$ cat src/rtl/sce_axi_pkg.sv
// Shared types for the SCE AXI quiesce unit: quiesce FSM states and AXI response codes.
package sce_axi_pkg;
    typedef enum logic [1:0] {
        Q_IDLE  = 2'd0,
        Q_DRAIN = 2'd1,
        Q_HOLD  = 2'd2
    } qstate_e;

    localparam logic [1:0] OKAY   = 2'b00;
    localparam logic [1:0] SLVERR = 2'b10;
endpackage

$ cat src/rtl/soc_axi_quiesce_if.sv
// NCH-wide AXI4 bundle; every field is a packed per-channel vector.
interface soc_axi_quiesce_if #(
    parameter int NCH = 2,
    parameter int AW  = 32,
    parameter int DW  = 32,
    parameter int IDW = 4
);
    logic [NCH-1:0]              awvalid, awready;
    logic [NCH-1:0][IDW-1:0]     awid;
    logic [NCH-1:0][AW-1:0]      awaddr;
    logic [NCH-1:0][2:0]         awsize, awprot;
    logic [NCH-1:0][7:0]         awlen;
    logic [NCH-1:0][1:0]         awburst;
    logic [NCH-1:0]              wvalid, wready, wlast;
    logic [NCH-1:0][DW-1:0]      wdata;
    logic [NCH-1:0][DW/8-1:0]    wstrb;
    logic [NCH-1:0]              bvalid, bready;
    logic [NCH-1:0][IDW-1:0]     bid;
    logic [NCH-1:0][1:0]         bresp;
    logic [NCH-1:0]              arvalid, arready;
    logic [NCH-1:0][IDW-1:0]     arid;
    logic [NCH-1:0][AW-1:0]      araddr;
    logic [NCH-1:0][2:0]         arsize, arprot;
    logic [NCH-1:0][7:0]         arlen;
    logic [NCH-1:0][1:0]         arburst;
    logic [NCH-1:0]              rvalid, rready, rlast;
    logic [NCH-1:0][IDW-1:0]     rid;
    logic [NCH-1:0][DW-1:0]      rdata;
    logic [NCH-1:0][1:0]         rresp;

    modport master (
        output awvalid, awid, awaddr, awsize, awprot, awlen, awburst, input awready,
        output wvalid, wdata, wstrb, wlast, input wready,
        input  bvalid, bid, bresp, output bready,
        output arvalid, arid, araddr, arsize, arprot, arlen, arburst, input arready,
        input  rvalid, rid, rdata, rresp, rlast, output rready
    );

    modport slave (
        input  awvalid, awid, awaddr, awsize, awprot, awlen, awburst, output awready,
        input  wvalid, wdata, wstrb, wlast, output wready,
        output bvalid, bid, bresp, input bready,
        input  arvalid, arid, araddr, arsize, arprot, arlen, arburst, output arready,
        output rvalid, rid, rdata, rresp, rlast, input rready
    );
endinterface

$ cat src/rtl/soc_axi_ost_ctr.sv
// Per-channel outstanding tracking: counters, issue gating with valid-hold, and sticky
// error for responses that match nothing outstanding.
module soc_axi_ost_ctr #(
    parameter int OSTW = 4
) (
    input  logic            clk,
    input  logic            resetn,
    input  logic            blk,
    input  logic [OSTW-1:0] ost_max,
    input  logic            err_clr,
    input  logic            s_awvalid,
    input  logic            m_awready,
    output logic            m_awvalid,
    output logic            s_awready,
    input  logic            s_wvalid,
    input  logic            s_wlast,
    input  logic            m_wready,
    output logic            m_wvalid,
    output logic            s_wready,
    input  logic            m_bvalid,
    input  logic            s_bready,
    input  logic            s_arvalid,
    input  logic            m_arready,
    output logic            m_arvalid,
    output logic            s_arready,
    input  logic            m_rvalid,
    input  logic            m_rlast,
    input  logic            s_rready,
    output logic            busy,
    output logic            idle,
    output logic            err
);
    localparam logic [OSTW-1:0] CNT_MAX = '1;

    logic [OSTW-1:0] wr_ost_q, wr_ost_d, wpend_q, wpend_d, rd_ost_q, rd_ost_d;
    logic            aw_hold_q, aw_hold_d, w_hold_q, w_hold_d, ar_hold_q, ar_hold_d;
    logic            err_q, err_d;
    logic            aw_pass, w_pass, ar_pass;
    logic            aw_hs, w_last_hs, b_hs, ar_hs, r_last_hs, b_spur, r_spur;

    always_comb begin
        // A beat already presented downstream keeps passing until accepted, even if gating closes.
        aw_pass   = (!blk && (wr_ost_q < ost_max) && (wpend_q != CNT_MAX)) || aw_hold_q;
        w_pass    = (wpend_q != '0) || w_hold_q;
        ar_pass   = (!blk && (rd_ost_q < ost_max)) || ar_hold_q;

        m_awvalid = s_awvalid && aw_pass;
        s_awready = m_awready && aw_pass;
        m_wvalid  = s_wvalid && w_pass;
        s_wready  = m_wready && w_pass;
        m_arvalid = s_arvalid && ar_pass;
        s_arready = m_arready && ar_pass;

        aw_hs     = m_awvalid && m_awready;
        w_last_hs = m_wvalid && m_wready && s_wlast;
        b_hs      = m_bvalid && s_bready;
        ar_hs     = m_arvalid && m_arready;
        r_last_hs = m_rvalid && s_rready && m_rlast;
        b_spur    = b_hs && (wr_ost_q == '0);
        r_spur    = r_last_hs && (rd_ost_q == '0);

        wr_ost_d  = wr_ost_q + OSTW'(aw_hs) - OSTW'(b_hs && !b_spur);
        wpend_d   = wpend_q + OSTW'(aw_hs) - OSTW'(w_last_hs && (wpend_q != '0));
        rd_ost_d  = rd_ost_q + OSTW'(ar_hs) - OSTW'(r_last_hs && !r_spur);

        aw_hold_d = m_awvalid && !m_awready;
        w_hold_d  = m_wvalid && !m_wready;
        ar_hold_d = m_arvalid && !m_arready;

        err_d     = (err_q && !err_clr) || b_spur || r_spur;

        busy      = (wr_ost_q != '0) || (wpend_q != '0) || (rd_ost_q != '0);
        idle      = !busy && !aw_hold_q && !w_hold_q && !ar_hold_q;
        err       = err_q;
    end

    always_ff @(posedge clk or negedge resetn) begin
        if (!resetn) begin
            wr_ost_q  <= '0;
            wpend_q   <= '0;
            rd_ost_q  <= '0;
            aw_hold_q <= 1'b0;
            w_hold_q  <= 1'b0;
            ar_hold_q <= 1'b0;
            err_q     <= 1'b0;
        end else begin
            wr_ost_q  <= wr_ost_d;
            wpend_q   <= wpend_d;
            rd_ost_q  <= rd_ost_d;
            aw_hold_q <= aw_hold_d;
            w_hold_q  <= w_hold_d;
            ar_hold_q <= ar_hold_d;
            err_q     <= err_d;
        end
    end
endmodule

$ cat src/rtl/soc_axi_quiesce.sv
// AXI4 master-side quiesce and outstanding-limit unit: per-channel trackers plus the
// drain/hold FSM that produces quiesce_ack.
module soc_axi_quiesce
    import sce_axi_pkg::*;
#(
    parameter int NCH  = 2,
    parameter int AW   = 32,
    parameter int DW   = 32,
    parameter int IDW  = 4,
    parameter int OSTW = 4
) (
    input  logic                clk,
    input  logic                resetn,
    input  logic [OSTW-1:0]     ost_max,
    input  logic                quiesce_req,
    output logic                quiesce_ack,
    output logic [NCH-1:0]      busy,
    output logic [NCH-1:0]      err,
    input  logic                err_clr,
    soc_axi_quiesce_if.slave    s,
    soc_axi_quiesce_if.master   m
);
    qstate_e                state_q, state_d;
    logic                   quiesce_ack_q, quiesce_ack_d;
    logic                   blk;
    logic [NCH-1:0]         idle_w;
    logic [NCH-1:0]         m_awvalid_w, s_awready_w, m_wvalid_w, s_wready_w, m_arvalid_w, s_arready_w;
    logic [NCH-1:0][AW-1:0] awaddr_w, araddr_w;
    logic [NCH-1:0][DW-1:0] wdata_w;
    logic [NCH-1:0][IDW-1:0] awid_w;

    // Address/data/id routed through top-parameter-typed wires so an interface of the wrong shape is caught by width checks.
    assign awaddr_w  = s.awaddr;
    assign araddr_w  = s.araddr;
    assign wdata_w   = s.wdata;
    assign awid_w    = s.awid;

    assign m.awid    = awid_w;
    assign m.awaddr  = awaddr_w;
    assign m.awsize  = s.awsize;
    assign m.awprot  = s.awprot;
    assign m.awlen   = s.awlen;
    assign m.awburst = s.awburst;
    assign m.awvalid = m_awvalid_w;
    assign s.awready = s_awready_w;
    assign m.wdata   = wdata_w;
    assign m.wstrb   = s.wstrb;
    assign m.wlast   = s.wlast;
    assign m.wvalid  = m_wvalid_w;
    assign s.wready  = s_wready_w;
    assign s.bvalid  = m.bvalid;
    assign s.bid     = m.bid;
    assign s.bresp   = m.bresp;
    assign m.bready  = s.bready;
    assign m.arid    = s.arid;
    assign m.araddr  = araddr_w;
    assign m.arsize  = s.arsize;
    assign m.arprot  = s.arprot;
    assign m.arlen   = s.arlen;
    assign m.arburst = s.arburst;
    assign m.arvalid = m_arvalid_w;
    assign s.arready = s_arready_w;
    assign s.rvalid  = m.rvalid;
    assign s.rid     = m.rid;
    assign s.rdata   = m.rdata;
    assign s.rresp   = m.rresp;
    assign s.rlast   = m.rlast;
    assign m.rready  = s.rready;

    assign blk         = (state_q != Q_IDLE);
    assign quiesce_ack = quiesce_ack_q;

    for (genvar gi = 0; gi < NCH; gi++) begin : g_ch
        soc_axi_ost_ctr #(.OSTW(OSTW)) u_ctr (
            .clk       (clk),
            .resetn    (resetn),
            .blk       (blk),
            .ost_max   (ost_max),
            .err_clr   (err_clr),
            .s_awvalid (s.awvalid[gi]),
            .m_awready (m.awready[gi]),
            .m_awvalid (m_awvalid_w[gi]),
            .s_awready (s_awready_w[gi]),
            .s_wvalid  (s.wvalid[gi]),
            .s_wlast   (s.wlast[gi]),
            .m_wready  (m.wready[gi]),
            .m_wvalid  (m_wvalid_w[gi]),
            .s_wready  (s_wready_w[gi]),
            .m_bvalid  (m.bvalid[gi]),
            .s_bready  (s.bready[gi]),
            .s_arvalid (s.arvalid[gi]),
            .m_arready (m.arready[gi]),
            .m_arvalid (m_arvalid_w[gi]),
            .s_arready (s_arready_w[gi]),
            .m_rvalid  (m.rvalid[gi]),
            .m_rlast   (m.rlast[gi]),
            .s_rready  (s.rready[gi]),
            .busy      (busy[gi]),
            .idle      (idle_w[gi]),
            .err       (err[gi])
        );
    end

    always_comb begin
        state_d = state_q;
        case (state_q)
            Q_IDLE:  if (quiesce_req) state_d = Q_DRAIN;
            Q_DRAIN: if (!quiesce_req) state_d = Q_IDLE;
                     else if (&idle_w) state_d = Q_HOLD;
            Q_HOLD:  if (!quiesce_req) state_d = Q_IDLE;
            default: state_d = Q_IDLE;
        endcase
        quiesce_ack_d = (state_d == Q_HOLD);
    end

    always_ff @(posedge clk or negedge resetn) begin
        if (!resetn) begin
            state_q       <= Q_IDLE;
            quiesce_ack_q <= 1'b0;
        end else begin
            state_q       <= state_d;
            quiesce_ack_q <= quiesce_ack_d;
        end
    end
endmodule

$ cat src/flat_wrapper.sv
// flat-port wrapper written by rule: the top's interface ports become plain ports
module soc_axi_quiesce_flat import sce_axi_pkg::*;
#(
    parameter int NCH  = 2,
    parameter int AW   = 32,
    parameter int DW   = 32,
    parameter int IDW  = 4,
    parameter int OSTW = 4
)
  (clk, resetn, ost_max, quiesce_req, quiesce_ack, busy, err, err_clr, s_awvalid, s_awid, s_awaddr, s_awsize, s_awprot, s_awlen, s_awburst, s_awready, s_wvalid, s_wdata, s_wstrb, s_wlast, s_wready, s_bvalid, s_bid, s_bresp, s_bready, s_arvalid, s_arid, s_araddr, s_arsize, s_arprot, s_arlen, s_arburst, s_arready, s_rvalid, s_rid, s_rdata, s_rresp, s_rlast, s_rready, m_awvalid, m_awid, m_awaddr, m_awsize, m_awprot, m_awlen, m_awburst, m_awready, m_wvalid, m_wdata, m_wstrb, m_wlast, m_wready, m_bvalid, m_bid, m_bresp, m_bready, m_arvalid, m_arid, m_araddr, m_arsize, m_arprot, m_arlen, m_arburst, m_arready, m_rvalid, m_rid, m_rdata, m_rresp, m_rlast, m_rready);
  soc_axi_quiesce_if #(.NCH(NCH), .AW(AW), .DW(DW), .IDW(IDW)) s_i ();
  soc_axi_quiesce_if #(.NCH(NCH), .AW(AW), .DW(DW), .IDW(IDW)) m_i ();
  input  logic clk;
  input  logic resetn;
  input  logic [OSTW-1:0] ost_max;
  input  logic quiesce_req;
  output logic quiesce_ack;
  output logic [NCH-1:0] busy;
  output logic [NCH-1:0] err;
  input  logic err_clr;
  input wire logic [$bits(s_i.awvalid)-1:0] s_awvalid;
  input wire logic [$bits(s_i.awid)-1:0] s_awid;
  input wire logic [$bits(s_i.awaddr)-1:0] s_awaddr;
  input wire logic [$bits(s_i.awsize)-1:0] s_awsize;
  input wire logic [$bits(s_i.awprot)-1:0] s_awprot;
  input wire logic [$bits(s_i.awlen)-1:0] s_awlen;
  input wire logic [$bits(s_i.awburst)-1:0] s_awburst;
  output wire logic [$bits(s_i.awready)-1:0] s_awready;
  input wire logic [$bits(s_i.wvalid)-1:0] s_wvalid;
  input wire logic [$bits(s_i.wdata)-1:0] s_wdata;
  input wire logic [$bits(s_i.wstrb)-1:0] s_wstrb;
  input wire logic [$bits(s_i.wlast)-1:0] s_wlast;
  output wire logic [$bits(s_i.wready)-1:0] s_wready;
  output wire logic [$bits(s_i.bvalid)-1:0] s_bvalid;
  output wire logic [$bits(s_i.bid)-1:0] s_bid;
  output wire logic [$bits(s_i.bresp)-1:0] s_bresp;
  input wire logic [$bits(s_i.bready)-1:0] s_bready;
  input wire logic [$bits(s_i.arvalid)-1:0] s_arvalid;
  input wire logic [$bits(s_i.arid)-1:0] s_arid;
  input wire logic [$bits(s_i.araddr)-1:0] s_araddr;
  input wire logic [$bits(s_i.arsize)-1:0] s_arsize;
  input wire logic [$bits(s_i.arprot)-1:0] s_arprot;
  input wire logic [$bits(s_i.arlen)-1:0] s_arlen;
  input wire logic [$bits(s_i.arburst)-1:0] s_arburst;
  output wire logic [$bits(s_i.arready)-1:0] s_arready;
  output wire logic [$bits(s_i.rvalid)-1:0] s_rvalid;
  output wire logic [$bits(s_i.rid)-1:0] s_rid;
  output wire logic [$bits(s_i.rdata)-1:0] s_rdata;
  output wire logic [$bits(s_i.rresp)-1:0] s_rresp;
  output wire logic [$bits(s_i.rlast)-1:0] s_rlast;
  input wire logic [$bits(s_i.rready)-1:0] s_rready;
  output wire logic [$bits(m_i.awvalid)-1:0] m_awvalid;
  output wire logic [$bits(m_i.awid)-1:0] m_awid;
  output wire logic [$bits(m_i.awaddr)-1:0] m_awaddr;
  output wire logic [$bits(m_i.awsize)-1:0] m_awsize;
  output wire logic [$bits(m_i.awprot)-1:0] m_awprot;
  output wire logic [$bits(m_i.awlen)-1:0] m_awlen;
  output wire logic [$bits(m_i.awburst)-1:0] m_awburst;
  input wire logic [$bits(m_i.awready)-1:0] m_awready;
  output wire logic [$bits(m_i.wvalid)-1:0] m_wvalid;
  output wire logic [$bits(m_i.wdata)-1:0] m_wdata;
  output wire logic [$bits(m_i.wstrb)-1:0] m_wstrb;
  output wire logic [$bits(m_i.wlast)-1:0] m_wlast;
  input wire logic [$bits(m_i.wready)-1:0] m_wready;
  input wire logic [$bits(m_i.bvalid)-1:0] m_bvalid;
  input wire logic [$bits(m_i.bid)-1:0] m_bid;
  input wire logic [$bits(m_i.bresp)-1:0] m_bresp;
  output wire logic [$bits(m_i.bready)-1:0] m_bready;
  output wire logic [$bits(m_i.arvalid)-1:0] m_arvalid;
  output wire logic [$bits(m_i.arid)-1:0] m_arid;
  output wire logic [$bits(m_i.araddr)-1:0] m_araddr;
  output wire logic [$bits(m_i.arsize)-1:0] m_arsize;
  output wire logic [$bits(m_i.arprot)-1:0] m_arprot;
  output wire logic [$bits(m_i.arlen)-1:0] m_arlen;
  output wire logic [$bits(m_i.arburst)-1:0] m_arburst;
  input wire logic [$bits(m_i.arready)-1:0] m_arready;
  input wire logic [$bits(m_i.rvalid)-1:0] m_rvalid;
  input wire logic [$bits(m_i.rid)-1:0] m_rid;
  input wire logic [$bits(m_i.rdata)-1:0] m_rdata;
  input wire logic [$bits(m_i.rresp)-1:0] m_rresp;
  input wire logic [$bits(m_i.rlast)-1:0] m_rlast;
  output wire logic [$bits(m_i.rready)-1:0] m_rready;
  assign s_i.awvalid = s_awvalid;
  assign s_i.awid = s_awid;
  assign s_i.awaddr = s_awaddr;
  assign s_i.awsize = s_awsize;
  assign s_i.awprot = s_awprot;
  assign s_i.awlen = s_awlen;
  assign s_i.awburst = s_awburst;
  assign s_awready = s_i.awready;
  assign s_i.wvalid = s_wvalid;
  assign s_i.wdata = s_wdata;
  assign s_i.wstrb = s_wstrb;
  assign s_i.wlast = s_wlast;
  assign s_wready = s_i.wready;
  assign s_bvalid = s_i.bvalid;
  assign s_bid = s_i.bid;
  assign s_bresp = s_i.bresp;
  assign s_i.bready = s_bready;
  assign s_i.arvalid = s_arvalid;
  assign s_i.arid = s_arid;
  assign s_i.araddr = s_araddr;
  assign s_i.arsize = s_arsize;
  assign s_i.arprot = s_arprot;
  assign s_i.arlen = s_arlen;
  assign s_i.arburst = s_arburst;
  assign s_arready = s_i.arready;
  assign s_rvalid = s_i.rvalid;
  assign s_rid = s_i.rid;
  assign s_rdata = s_i.rdata;
  assign s_rresp = s_i.rresp;
  assign s_rlast = s_i.rlast;
  assign s_i.rready = s_rready;
  assign m_awvalid = m_i.awvalid;
  assign m_awid = m_i.awid;
  assign m_awaddr = m_i.awaddr;
  assign m_awsize = m_i.awsize;
  assign m_awprot = m_i.awprot;
  assign m_awlen = m_i.awlen;
  assign m_awburst = m_i.awburst;
  assign m_i.awready = m_awready;
  assign m_wvalid = m_i.wvalid;
  assign m_wdata = m_i.wdata;
  assign m_wstrb = m_i.wstrb;
  assign m_wlast = m_i.wlast;
  assign m_i.wready = m_wready;
  assign m_i.bvalid = m_bvalid;
  assign m_i.bid = m_bid;
  assign m_i.bresp = m_bresp;
  assign m_bready = m_i.bready;
  assign m_arvalid = m_i.arvalid;
  assign m_arid = m_i.arid;
  assign m_araddr = m_i.araddr;
  assign m_arsize = m_i.arsize;
  assign m_arprot = m_i.arprot;
  assign m_arlen = m_i.arlen;
  assign m_arburst = m_i.arburst;
  assign m_i.arready = m_arready;
  assign m_i.rvalid = m_rvalid;
  assign m_i.rid = m_rid;
  assign m_i.rdata = m_rdata;
  assign m_i.rresp = m_rresp;
  assign m_i.rlast = m_rlast;
  assign m_rready = m_i.rready;
  soc_axi_quiesce #(.NCH(NCH), .AW(AW), .DW(DW), .IDW(IDW), .OSTW(OSTW)) u_core (.clk(clk), .resetn(resetn), .ost_max(ost_max), .quiesce_req(quiesce_req), .quiesce_ack(quiesce_ack), .busy(busy), .err(err), .err_clr(err_clr), .s(s_i), .m(m_i));
endmodule
$ cat config.mk
export PLATFORM = sky130hd
export DESIGN_NAME = soc_axi_quiesce_flat
export DESIGN_NICKNAME = d
export VERILOG_FILES = /design/src/rtl/sce_axi_pkg.sv /design/src/rtl/soc_axi_quiesce_if.sv /design/src/rtl/soc_axi_ost_ctr.sv /design/src/rtl/soc_axi_quiesce.sv /design/src/flat_wrapper.sv
export SDC_FILE = /design/constraint.sdc
export NUM_CORES = 1
export LEC_CHECK = 0
export ABC_AREA = 1
export CAP_MARGIN = 20
export CORE_AREA = 2 2 314 316
export DETAILED_ROUTE_END_ITERATION = 8
export DIE_AREA = 0 0 316 318
export DONT_BUFFER_PORTS = 1
export GPL_TIMING_DRIVEN = 1
export HOLD_SLACK_MARGIN = 0.12
export REMOVE_ABC_BUFFERS = 1
export SKIP_LAST_GASP = 1
export SYNTH_ARGS = -nofsm -noshare
export SYNTH_HDL_FRONTEND = slang
export SYNTH_SLANG_ARGS = --single-unit
$ cat constraint.sdc
create_clock -name clk -period 4.9 [get_ports clk]
set_input_delay 0.735 -clock clk [delete_from_list [all_inputs] [get_ports clk]]
set_output_delay 0.735 -clock clk [all_outputs]
set_load 0.05 [all_outputs]
==> flow_summary.toml <==
[critical_path]
arrival_ns = 2.43
cp-end-kind = "output pin"
r2r_start = "u_core.g_ch[0].u_ctr.rd_ost_q[1]"
critPathKind = "in2out"
regToRegSetupSlack_ns = 1.89
crit_path_max_fanout = 4
reg2regPathDepth = 15
crit_path_start_kind = "input pin"
required_ns = 4.16
rr_endpoint = "u_core.g_ch[0].u_ctr.rd_ost_q[2]"

[synth]
syn_area_per_cell_um2 = 7.961
synth_warnings = 0
yosysSeqAreaShare_pct = 16.08
synth-seq-cells = 35
netlist_instances = 684
synth_cell_types = 26
syn_area_um2 = 5445

[clock_tree]
ctsHoldBuffers = 0
cts-root-buf = "clkbuf_16"
clk_latency_ns = 0.29
post_cts_buffers = 0
cts_resized = 0
cts_buffer_depth = 2
cts_tree = "built"
numCtsBuffers = 5
cts_num_sinks = 35
clkSlewWorstSetupHoldPaths_ns = 0.07
htreeDepth = 2

[cells_and_area]
syn_to_final_growth_pct = -20.47
post-route-util_pct = 4.445
drive_gt1_share_pct = 11.71
nNetsFinal = 744
finalNonFillerCells = 1599

[power]
powerDensity_nw_per_um2 = 433.7
power_leakage_nw = 1.518
vdd_drop_max_uv = 159.6

[sta]
finalSetupTns_ns = 0
fin_crit_sh_pct = 64.51
tightest_slew_ns = 1.113
finalHoldViolCount = 0
skew_ns = 0.008478
setup_violations = 0
finalMaxSlewViolations = 0
fin_crit_ns = 3.161
relSlewSlack_pct = 25.49
max_freq_ghz = 0.3164
rsz0062_at_grt = "false"

[placement]
post-place-cells = 1578
gp_congestion = 1.354
port_buffers = 0
dpl.hpwl_um = 158300

[global_route]
overflow = 0
grt_pass1_vias = 3226
grt_pass1_wl_um = 169100
antenna_found_initial = 10
grt_start_max_net_pins = 36
grt_util_all_layers_pct = 31.12

[floorplan]
initial_core_util_pct = 5.590
die_area_um2 = 100500
io_pins = 797
num_rows = 115
core_um2 = 97410
die-height_um = 318
dieWidth_um = 316

[drt]
ant_nets = 1
drtIter0Drc = 610
drc_errors = 0
dr_total_vias = 4240
wl_um = 160500
via_per_inst = 2.652
wire_per_inst_um = 100.4
dr.pass1.iters = 4

[status]
status = "finished, violations left"
violations = "antenna rules"

[job]
drv_cap = 0

[worst_hold_path]
holdCritPathClass = "in2async"
[registers in the layout, summed over array words and instances, names as in the netlist, 2 cells and up]
name / count
u_core.g_ch.u_ctr.ar_hold_q: 2
u_core.g_ch.u_ctr.aw_hold_q: 2
u_core.g_ch.u_ctr.err: 2
u_core.g_ch.u_ctr.rd_ost_q: 8
u_core.g_ch.u_ctr.w_hold_q: 2
u_core.g_ch.u_ctr.wpend_q: 8
u_core.g_ch.u_ctr.wr_ost_q: 8
u_core.state_q: 2
[layout make-up]
type / count / area (um2)
Antenna cell: 13 / 32.53
Clock buffer: 5 / 125.1
Clock inverter: 3 / 67.56
Fill cell: 11510 / 93080
Inverter: 70 / 262.8
Multi-Input combinational cell: 183 / 1334
Sequential cell: 35 / 875.8
Tap cell: 1287 / 1610
Timing Repair Buffer: 3 / 22.52
[worst max-delay path: stages]
cell,delay (ns)
inv_1,0.15
ha_1,0.26
nand2_1,0.07
nand2_1,0.05
nand2_1,0.06
nand4_1,0.23
a21boi_1,0.87
[placed cells by master, fill, tap and decap left out]
master,count
a21boi_1,2
a21oi_1,10
a21oi_2,1
and2_1,1
buf_4,3
bufinv_16,2
clkbuf_16,5
clkinv_1,3
clkinvlp_4,1
dfrtp_1,35
diode_2,13
fa_1,6
ha_1,40
inv_1,56
inv_2,11
nand2_1,49
nand2_2,4
nand3_1,21
nand3_2,2
nand4_1,7
nor2_1,16
nor2_2,4
nor3_1,2
nor3_2,1
nor3b_4,1
o211ai_1,1
o21ai_1,2
o311ai_0,1
xnor2_1,10
xor2_1,2
[logic make-up after synthesis]
kind of cell             count (synthesis)  share of synthesized area [%]
buffers and inverters                  466                          59.42
AND/OR/NAND/NOR                        108                          9.329
adder cells (fa/ha/maj)                 46                          11.40
XOR/XNOR                                12                          1.930
AO/OA/AOI/OAI                           17                          1.838
flip-flops                              35                          16.08
[stage by stage]
step / hold WS (ns) / area, um2 / total power, W / setup WS (ns)
global placement: 0.4512 / 4105 / 0.001406 / 1.529
detailed placement: 0.4515 / 4105 / 0.001437 / 1.474
floorplan: 0.4394 / 2472 / 0.001221 / 1.775
CTS: 0.1373 / 4298 / 0.001877 / 1.784
finish: 0.1375 / 4330 / 0.001878 / 1.739
global route: 0.1263 / 4300 / 0.002045 / 1.574
[power by group]
group / total, W / switching [W] / leakage [nW] / internal [W]
Combinational: 0.000890 / 0.000530 / 1.00 / 0.000361
Clock: 0.000435 / 0.000143 / 0.0901 / 0.000292
Sequential: 0.000553 / 0.000135 / 0.428 / 0.000418
[synthesized netlist by cell type (all sizes together)]
cell	instances	share of area (%)
a21boi	2	0.28
o211ai	1	0.14
o21ai	2	0.18
inv	67	4.6
nand4	7	0.80
xor2	2	0.32
buf	396	55
nand3	23	2.3
ha	40	9.2
nand2	53	3.8
fa	6	2.2
a21oi	11	1.1
o311ai	1	0.16
and2	1	0.11
nor2	20	1.6
clkinv	3	0.21
nor3	3	0.37
nor3b	1	0.34
xnor2	10	1.6
dfrtp	35	16
[routing by layer]
layer	share of wire [%]	GRT usage [%]	wire length, um	vias to the layer above
li1	-	-	-	937
met1	7.1	5.447	11340	1486
met2	49	53.81	78260	1602
met3	34	50.03	53920	165
met4	9.0	22.11	14500	50
met5	1.6	20.31	2516	-
[worst max-delay path by stage]
stage / start / end / slack, ns / depth (start not counted)
floorplan: ost_max[3] / u_core.g_ch[1].u_ctr.rd_ost_q[2] / 1.78 / 14
global placement: ost_max[1] / u_core.g_ch[0].u_ctr.rd_ost_q[1] / 1.53 / 16
detailed placement: ost_max[1] / u_core.g_ch[0].u_ctr.rd_ost_q[2] / 1.47 / 16
CTS: ost_max[1] / u_core.g_ch[0].u_ctr.rd_ost_q[2] / 1.78 / 16
global route: ost_max[1] / u_core.g_ch[0].u_ctr.rd_ost_q[1] / 1.57 / 16
finish: ost_max[1] / s_awready[0] / 1.74 / 7
No activity file was read; power rests on OpenSTA's default activity.
